==> config.mk <==
export PLATFORM = sky130hd
export DESIGN_NAME = rtc_write_flat
export DESIGN_NICKNAME = d
export VERILOG_FILES = /design/src/rtl/rtc_write_if.sv /design/src/rtl/rtc_write.sv /design/src/flat_wrapper.sv
export SDC_FILE = /design/constraint.sdc
export NUM_CORES = 1
export LEC_CHECK = 0
export CAP_MARGIN = 15
export CELL_PAD_IN_SITES_DETAIL_PLACEMENT = 0
export CELL_PAD_IN_SITES_GLOBAL_PLACEMENT = 1
export CORE_ASPECT_RATIO = 1.4
export CORE_MARGIN = 2
export CORE_UTILIZATION = 43
export DETAILED_ROUTE_END_ITERATION = 16
export PLACE_DENSITY = 0.85
export SLEW_MARGIN = 5
export SYNTH_ARGS = -nofsm -noshare
export SYNTH_HDL_FRONTEND = slang
export SYNTH_SLANG_ARGS = --single-unit
==> constraint.sdc <==
create_clock -name sclk -period 3.2 [get_ports sclk]
set_input_delay 0.48 -clock sclk [delete_from_list [all_inputs] [get_ports sclk]]
set_output_delay 0.48 -clock sclk [all_outputs]
set_load 0.03 [all_outputs]
==> src/rtl/rtc_write_if.sv <==
// Request/status/serial bundle for the DS1302 write engine.
// The master side issues requests; rtc_write sits on the slave side.
interface rtc_write_if;
    logic       req_valid;
    logic       req_ready;
    logic       req_ram;
    logic [4:0] req_addr;
    logic [7:0] req_data;
    logic       busy;
    logic       done;
    logic       rtc_ce;
    logic       rtc_clk;
    logic       rtc_dout;
    logic       rtc_oe;

    modport master (
        output req_valid, req_ram, req_addr, req_data,
        input  req_ready, busy, done, rtc_ce, rtc_clk, rtc_dout, rtc_oe
    );

    modport slave (
        input  req_valid, req_ram, req_addr, req_data,
        output req_ready, busy, done, rtc_ce, rtc_clk, rtc_dout, rtc_oe
    );
endinterface

==> src/rtl/rtc_write.sv <==
// DS1302 write engine: serialises one {cmd, data} frame LSB first onto CE/SCLK/IO.
// Every rtc_* output is a flop loaded from next-state values, so req_* never reaches the pins.
module rtc_write #(
    parameter int CLK_DIV  = 50,
    parameter int CE_SETUP = 200,
    parameter int CE_HOLD  = 50,
    parameter int CE_GAP   = 200
) (
    input  logic        sclk,
    input  logic        rst,
    rtc_write_if.slave  bus
);
    localparam int M1   = (CLK_DIV > CE_SETUP) ? CLK_DIV : CE_SETUP;
    localparam int M2   = (CE_HOLD > CE_GAP) ? CE_HOLD : CE_GAP;
    localparam int MAXC = (M1 > M2) ? M1 : M2;
    localparam int CW   = $clog2(MAXC + 1);

    typedef enum logic [2:0] {IDLE, SETUP, SHIFT, HOLD, GAP} state_e;

    state_e        state_q, state_d;
    logic [CW-1:0] cnt_q, cnt_d;
    logic [3:0]    bit_q, bit_d;
    logic          hi_q, hi_d;
    logic [15:0]   frame_q, frame_d;
    logic          ce_q, ce_d;
    logic          clk_q, clk_d;
    logic          dout_q, dout_d;
    logic          oe_q, oe_d;
    logic          done_q, done_d;

    always_ff @(posedge sclk or posedge rst) begin
        if (rst) begin
            state_q <= IDLE;
            cnt_q   <= '0;
            bit_q   <= '0;
            hi_q    <= 1'b0;
            frame_q <= '0;
            ce_q    <= 1'b0;
            clk_q   <= 1'b0;
            dout_q  <= 1'b0;
            oe_q    <= 1'b0;
            done_q  <= 1'b0;
        end else begin
            state_q <= state_d;
            cnt_q   <= cnt_d;
            bit_q   <= bit_d;
            hi_q    <= hi_d;
            frame_q <= frame_d;
            ce_q    <= ce_d;
            clk_q   <= clk_d;
            dout_q  <= dout_d;
            oe_q    <= oe_d;
            done_q  <= done_d;
        end
    end

    always_comb begin
        state_d = state_q;
        cnt_d   = cnt_q;
        bit_d   = bit_q;
        hi_d    = hi_q;
        frame_d = frame_q;
        case (state_q)
            IDLE: begin
                if (bus.req_valid) begin
                    // Command byte {1,ram,addr,0}: bit0 = 0 selects a write.
                    frame_d = {bus.req_data, 1'b1, bus.req_ram, bus.req_addr, 1'b0};
                    state_d = SETUP;
                    cnt_d   = '0;
                    bit_d   = '0;
                    hi_d    = 1'b0;
                end
            end
            SETUP: begin
                if (cnt_q == CW'(CE_SETUP - 1)) begin
                    state_d = SHIFT;
                    cnt_d   = '0;
                    hi_d    = 1'b0;
                end else begin
                    cnt_d = cnt_q + CW'(1);
                end
            end
            SHIFT: begin
                if (cnt_q == CW'(CLK_DIV - 1)) begin
                    cnt_d = '0;
                    if (!hi_q) begin
                        hi_d = 1'b1;
                    end else if (bit_q == 4'd15) begin
                        state_d = HOLD;
                        hi_d    = 1'b0;
                    end else begin
                        bit_d = bit_q + 4'd1;
                        hi_d  = 1'b0;
                    end
                end else begin
                    cnt_d = cnt_q + CW'(1);
                end
            end
            HOLD: begin
                if (cnt_q == CW'(CE_HOLD - 1)) begin
                    state_d = GAP;
                    cnt_d   = '0;
                end else begin
                    cnt_d = cnt_q + CW'(1);
                end
            end
            GAP: begin
                if (cnt_q == CW'(CE_GAP - 1)) begin
                    state_d = IDLE;
                    cnt_d   = '0;
                end else begin
                    cnt_d = cnt_q + CW'(1);
                end
            end
            default: state_d = IDLE;
        endcase
    end

    // Pin values follow the next state so they change on the same edge as the FSM.
    always_comb begin
        ce_d   = (state_d == SETUP) || (state_d == SHIFT) || (state_d == HOLD);
        oe_d   = ce_d;
        clk_d  = (state_d == SHIFT) && hi_d;
        done_d = (state_q == GAP) && (state_d == IDLE);
        dout_d = 1'b0;
        if ((state_d == SETUP) || (state_d == SHIFT))
            dout_d = frame_d[bit_d];
        else if (state_d == HOLD)
            dout_d = dout_q;
    end

    assign bus.req_ready = (state_q == IDLE);
    assign bus.busy      = (state_q != IDLE);
    assign bus.done      = done_q;
    assign bus.rtc_ce    = ce_q;
    assign bus.rtc_clk   = clk_q;
    assign bus.rtc_dout  = dout_q;
    assign bus.rtc_oe    = oe_q;
endmodule
==> src/flat_wrapper.sv <==
// flat-port wrapper written by rule: the top's interface ports become plain ports
module rtc_write_flat 
#(
    parameter int CLK_DIV  = 50,
    parameter int CE_SETUP = 200,
    parameter int CE_HOLD  = 50,
    parameter int CE_GAP   = 200
)
  (sclk, rst, bus_req_valid, bus_req_ram, bus_req_addr, bus_req_data, bus_req_ready, bus_busy, bus_done, bus_rtc_ce, bus_rtc_clk, bus_rtc_dout, bus_rtc_oe);
  rtc_write_if bus_i ();
  input  logic sclk;
  input  logic rst;
  input wire logic [$bits(bus_i.req_valid)-1:0] bus_req_valid;
  input wire logic [$bits(bus_i.req_ram)-1:0] bus_req_ram;
  input wire logic [$bits(bus_i.req_addr)-1:0] bus_req_addr;
  input wire logic [$bits(bus_i.req_data)-1:0] bus_req_data;
  output wire logic [$bits(bus_i.req_ready)-1:0] bus_req_ready;
  output wire logic [$bits(bus_i.busy)-1:0] bus_busy;
  output wire logic [$bits(bus_i.done)-1:0] bus_done;
  output wire logic [$bits(bus_i.rtc_ce)-1:0] bus_rtc_ce;
  output wire logic [$bits(bus_i.rtc_clk)-1:0] bus_rtc_clk;
  output wire logic [$bits(bus_i.rtc_dout)-1:0] bus_rtc_dout;
  output wire logic [$bits(bus_i.rtc_oe)-1:0] bus_rtc_oe;
  assign bus_i.req_valid = bus_req_valid;
  assign bus_i.req_ram = bus_req_ram;
  assign bus_i.req_addr = bus_req_addr;
  assign bus_i.req_data = bus_req_data;
  assign bus_req_ready = bus_i.req_ready;
  assign bus_busy = bus_i.busy;
  assign bus_done = bus_i.done;
  assign bus_rtc_ce = bus_i.rtc_ce;
  assign bus_rtc_clk = bus_i.rtc_clk;
  assign bus_rtc_dout = bus_i.rtc_dout;
  assign bus_rtc_oe = bus_i.rtc_oe;
  rtc_write #(.CLK_DIV(CLK_DIV), .CE_SETUP(CE_SETUP), .CE_HOLD(CE_HOLD), .CE_GAP(CE_GAP)) u_core (.sclk(sclk), .rst(rst), .bus(bus_i));
endmodule
-- Word-level counts from Yosys, hierarchy flattened
Index checks and enable logic that the tools add are counted.
- logic and storage cells: 63
- input port bits: 17
- bits in registers: 36
- output and inout port bits: 7
- mux-type cells: 28
- equality and inequality tests: 12
- $add $sub $neg: 2
- order comparisons: 1
- reductions and logical operators: 11
- operators by type and width (kind ; count):
    16-bit 2-to-1 mux ; 2
    8-bit 2-to-1 mux ; 3
    8-bit one-hot mux with 3 select lines ; 1
    3-bit 2-to-1 mux ; 7
    4-bit 2-to-1 mux ; 4
    3-bit one-hot mux with 5 select lines ; 1
    3-bit by 2-bit equality test with 1-bit output (second input constant) ; 4
    8-bit by 1-bit adder with 8-bit output (second input constant) ; 1
    8-bit by 6-bit equality test with 1-bit output (second input constant) ; 1
    8-bit equality test (second input constant) ; 1
    4-bit one-hot mux with 2 select lines ; 1
    1-bit 2-to-1 mux ; 7
    3-bit by 1-bit equality test with 1-bit output (second input constant) ; 2
    3-bit logical NOT ; 2
    3-bit nonzero test ; 2
    4-bit by 5-bit < comparator with 1-bit output (second input constant) ; 1
    4-bit by 1-bit adder with 4-bit output (second input constant) ; 1
    1-bit binary-select mux with 4-bit select ; 1
    4-bit equality test (second input constant) ; 1
    2-bit OR reduction ; 2
    3-bit equality test (second input constant) ; 1
    1-bit one-hot mux with 3 select lines ; 1
    1-bit logical AND ; 2
    1-bit logical OR ; 2
    3 further kinds ; 3

-- Depth between registers and ports, before layout
- word-level depth: 8
- gate-level depth with buffers: 12

-- Worst setup path after synthesis
No wires, ideal clock.
- kind: register -> register
- start point: register u_core.state_q[2]
- end point: register u_core.dout_q, in the netlist u_core.bus.rtc_dout
- data required time: 3.071 ns
- buffers on the path: 1
- arrival: 2.222 ns
- slack: 0.849 ns
- clock period less this slack: 2.351 ns
- stages on the path, launching flop included: 11
- cell sequence: dfrtp_1 -> nor4b_4 -> buf_6 -> mux2_2 -> mux2_2 -> nor2_1 -> o31ai_1 -> a32oi_1 -> mux2i_1 -> mux2i_1 -> mux2i_1
- elaborated cells between the ends (all ways): 23
- classes of those cells: 8 x eq/ne; 13 x mux; 2 x reduce/logical
- RTL lines (what ; RTL line ; source):
    start: declaration ; rtc_write.sv:20 ; state_e state_q, state_d;
    start signal: assignment ; rtc_write.sv:44 ; state_q <= state_d;
    3-bit logical NOT ; rtc_write.sv:63 ; case (state_q)
    16-bit 2-to-1 mux ; rtc_write.sv:63 ;
    named net u_core.frame_d[3] ; rtc_write.sv:24 ; logic [15:0] frame_q, frame_d;
    1-bit binary-select mux with 4-bit select ; rtc_write.sv:127 ; dout_d = frame_d[bit_d];
    1-bit 2-to-1 mux (not written as such) ; rtc_write.sv:127 ;
    1-bit 2-to-1 mux ; rtc_write.sv:126 ; if ((state_d == SETUP) || (state_d == SHIFT))
    end signal: assignment ; rtc_write.sv:51 ; dout_q <= dout_d;
    end: declaration ; rtc_write.sv:27 ; logic dout_q, dout_d;
The timed path passes the listed nets, and every way through them passes these cells. The select of a mux whose other input is x is not followed.
A chain may end at the register's enable or synchronous reset.

-- Worst setup path after layout
- start point: input bus_req_valid
- end point: register u_core.dout_q, in the netlist u_core.bus.rtc_dout
- longest elaborated chain between the ends: 5
- elaborated cells between the ends (all ways): 14
- classes of those cells: 4 x eq/ne; 9 x mux; 1 x reduce/logical
- RTL lines (what ; RTL line ; source):
    start: declaration ; flat_wrapper.sv:13 ; input wire logic [$bits(bus_i.req_valid)-1:0] bus_req_valid;
    16-bit 2-to-1 mux ; rtc_write.sv:65 ; if (bus.req_valid) begin
    16-bit 2-to-1 mux ; rtc_write.sv:63 ;
    named net u_core.frame_d[11] ; rtc_write.sv:24 ;
    1-bit binary-select mux with 4-bit select ; rtc_write.sv:127 ;
    1-bit 2-to-1 mux (not written as such) ; rtc_write.sv:127 ;
    1-bit 2-to-1 mux ; rtc_write.sv:126 ;
The timed path passes the listed nets, and every way through them passes these cells. The select of a mux whose other input is x is not followed.

==> results.txt <==
In this run the power spent charging and discharging nets is between 800 and 900 uW. The routability-driven placement congestion ratio is roughly 0.8. The count of input and output buffers came out at 23. The flow ran to the end, and the final reports show no timing, DRC or antenna violations. The number of hold violations in the final report is 0.

The starting DRC count in detailed routing is 87. After floorplanning, the core was sized to cover roughly 4800 um^2. STA classifies the critical path startpoint as an input port.

The area fraction in compound gates after synthesis came out at 14.3%. The number of cells upsized or downsized after cts is 0. For this design the ratio of total power to cell area is 818 nW/um^2. The CTS tree is done. The maximum clock rate came out at ~0.37 GHz. After routing the design area is ~2500 um^2. The combined global-route utilization of all metal layers came out at a little under a fifth. The detail-routed net length per standard cell came out at roughly 14 um.

Setup repair after global routing left no endpoint under its margin. The transition time at the pin with the least slew margin is 0.878 ns. The clock group share of total power came out at 16.2%. Leaving out fill and tap cells, the most frequent cell in the layout is dfrtp_1. The combinational family with the most area after synthesis is simple AND/OR/NAND/NOR gates. Sequential cells were found to cover between 40% and 50% of the synthesized design area. The share of total power in combinational logic came out at 44.2%. The data arrival time of the critical path is around 2.9 ns. The net count after synthesis is 250. The via density per instance came out at 5.44.

The leftover overflow at the end of global routing is 0. The required time at the endpoint of the critical path is between 3 and 4 ns. The H-tree level count came out at 2. The synthesized-area fraction occupied by adder cells came out at 1.80%. The fraction of synthesized area in multiplexers is a little over a tenth. Entering global routing, the biggest net connects 23 pins.

The sum of routed wire length over all layers is ~4500 um. The final number of max-transition violations came out at 0. The mapped cell area is approximately 2100 um^2. The number of buffers created by CTS came out at 5.

The fraction of final layout cells with drive strength greater than 1 is between 10% and 20%. The largest individual stage delay along the critical path comes from the cell clkdlybuf4s50_1. The horizontal die dimension is 62.9 um.

The gate count after technology mapping is between 200 and 250. Of the total synthesized cell area, the portion taken by AND, OR, NAND and NOR gates is approximately a quarter. The highest cell delay on the worst timing path is roughly 0.55 ns. In this run, flip-flops and latches consume 39.6% of the power. The sink count of the clock tree came out at 36. The largest clock skew in the final design is around 0.0045 ns.

The number of setup buffers added after CTS is 0. The critical path goes through clkdlybuf4s50_1 > nor4b_4 > buf_12 > mux2_2 > a211o_1 > o21ai_0 > o21ai_0 > a32oi_1 > mux2i_1 > mux2i_1 > mux2i_1. The type of the worst min-delay path is reg -> reg.

The summed negative setup slack over all endpoints is 0 ns. The leakage power of the design came out at approximately 1.1 nW. The number of global-route vias before repair came out at about 1700.

The half-perimeter wire length after detailed placement is ~3300 um. The cts-stage hold buffer count is 0. The source-to-sink clock delay at the later pin of the worst-skew pair is 0.28 ns. Setup violations remaining at the end of the flow were counted as 0. The flop and latch count out of synthesis came out at 36.

The count of buffering cells on the critical path with inverters included came out at 2. The number of enable-type register cells in the synthesized netlist came out at 0. The initialized floorplan defines 30 standard-cell rows. Of the total power, the share spent switching nets is about two fifths.

For this design the top-level I/O count stands at 24. The internal power summed over all cells came out at between 1 and 1.5 mW. The clock root buffer is clkbuf_8. The global-route wire length before repair is around 8000 um. On the critical path the largest part of the delay comes from buffers and inverters. Counting distinct cell types in the post-synthesis netlist gives between 40 and 50. The count of max-cap constraint violations is 0.

0 antenna diodes ended up in the layout. The share of synthesized registers carrying an async set or reset is 100%. The most repeated library cell on the critical path is mux2i_1.

The most common flop cell mapped by yosys is dfrtp_1. The cell area after placement came out at roughly 2400 um^2. The number of synthesis warnings came out at 0. The die span in y is just under 90 um. The post-place setup slack is just over 0.2 ns. For this run, design rule violations remaining after detail routing come to 0. The library cells used most frequently in the layout, excluding fill and tap cells, are dfrtp_1 (36), nand2_1 (33), clkdlybuf4s50_1 (23). The synthesized area per cell came out at approximately 9 um^2.

The area enclosed by the die boundary is roughly 5400 um^2. The CTS clock-pin slew for the worst setup and hold paths came out at 0.07 ns. The count of nets left with antenna violations after detail routing came out at 0. The final critical-path setup slack is between 0.4 and 0.5 ns. The pre-antenna-repair detailed-routing pass consisted of 4 iterations.

STA classifies the critical path endpoint as a flop. The final net count is ~270. The effective utilization at floorplan came out at 43.8%. The final period utilization is a little over four fifths.

The count of vias placed by the detailed router came out at 1735. The final period demand of the worst path came out at about 2.7 ns. The maximum VDD drop came out at between 400 and 500 uV.

The synthesized netlist devotes less than 1% of its cell area to XOR and XNOR gates. The number of buffers between clock root and the deepest sink is 2. The tightest slew margin relative to the limit came out at 41.4%. The number of antenna violations at the first check in global routing was 0. Relative to the synthesized area, the layout overhead comes to 18.9%. The largest driver fanout on the critical path is 22. The worst setup path is of the in -> reg kind.
[power by group through the flow]
stage | logic [mW] | registers [mW] | clock network [mW]
final | 0.899 | 0.804 | 0.329
after CTS | 0.906 | 0.801 | 0.341
after detailed placement | 0.902 | 0.809 | 0
after global routing | 1.02 | 0.834 | 0.363
after global placement | 0.884 | 0.805 | 0
after floorplan | 0.685 | 0.774 | 0
[metrics by stage]
step                      instances  utilization (%)  total power, mW  hold slack, ns
after floorplan                 230                -             1.46           0.433
after global placement          311             50.2             1.69           0.452
after detailed placement        311             50.2             1.71           0.458
after CTS                       319             52.1             2.05           0.475
after global routing            319             52.1             2.22           0.516
final                           319             52.1             2.03           0.469
[worst register-to-register path: stages, from the launching register on]
cell     delay (ns)
dfrtp_1        0.55
nor4b_4        0.39
buf_12         0.21
mux2_2         0.37
a211o_1        0.28
o21ai_0        0.10
o21ai_0        0.11
a32oi_1        0.17
mux2i_1        0.11
mux2i_1        0.14
mux2i_1        0.09
[flip-flops by register name (all words and copies together) (netlist names)]
register / cells
u_core.state_q: 3
u_core.bus.rtc_clk: 1
u_core.hi_q: 1
u_core.frame_q: 16
u_core.bit_q: 4
u_core.bus.rtc_ce: 1
u_core.bus.done: 1
u_core.cnt_q: 8
u_core.bus.rtc_dout: 1
[layout make-up]
type                       count  area [um^2]
clock buffer                   8         90.1
multi-input combinational    168         1070
inverter                      15         56.3
timing repair buffer          28          280
tap                           64         80.1
sequential                    36          901
fill                         478         2280
[per-layer routing]
layer  vias up  share of wire [%]  wire length, um  GRT usage (%)
met5         -                  0                0              0
met4         0                1.7               76           6.87
met3         9                2.6              117           3.77
met2        30                 54             2410           32.6
met1       835                 42             1890           21.1
li1        861                  -                -              -
[Yosys cell counts (2+ instances only)]
library cell | count | area [um^2]
and3_1 | 4 | 25.0
nand4_1 | 2 | 12.5
o211ai_1 | 2 | 15.0
dfrtp_1 | 36 | 901
o21ai_0 | 21 | 105
o22ai_1 | 3 | 18.8
a21oi_1 | 10 | 50.1
mux2_2 | 6 | 67.6
nor3b_1 | 2 | 15.0
nor3_1 | 5 | 25.0
o31ai_1 | 4 | 30.0
buf_2 | 3 | 15.0
a31oi_1 | 2 | 12.5
nand2b_1 | 4 | 25.0
or2_2 | 2 | 12.5
inv_1 | 14 | 52.6
a211o_1 | 2 | 17.5
nand3_1 | 9 | 45.0
o21bai_1 | 2 | 15.0
nor2_1 | 16 | 60.1
clkbuf_1 | 6 | 22.5
nand2_1 | 33 | 124
nor4b_1 | 2 | 17.5
mux2i_1 | 13 | 130
ha_1 | 3 | 37.5
and2_1 | 3 | 18.8
[final timing paths]
kind	slack, ns	cells past startpoint	from	endpoint
setup / recovery	0.49	11	bus_req_valid	u_core.bus.rtc_dout
hold / removal	0.47	2	u_core.frame_q[7]	u_core.frame_q[7]
setup reg to reg	0.56	10	u_core.state_q[2]	u_core.bus.rtc_dout
hold reg to reg	0.47	2	u_core.frame_q[7]	u_core.frame_q[7]
max in group asynchronous	1.86	3	rst	u_core.state_q[0]
min in group asynchronous	0.69	2	rst	u_core.cnt_q[3]
[kinds of logic after synthesis]
family | count (synthesis)
adders and majority gates | 3
muxes | 20
xor gates and xnor gates | 2
AOI/OAI and AO/OA | 50
buffers and inverters | 26
and+or+nand+nor | 93
DFF | 36
No activity file was read; power rests on OpenSTA's default activity.
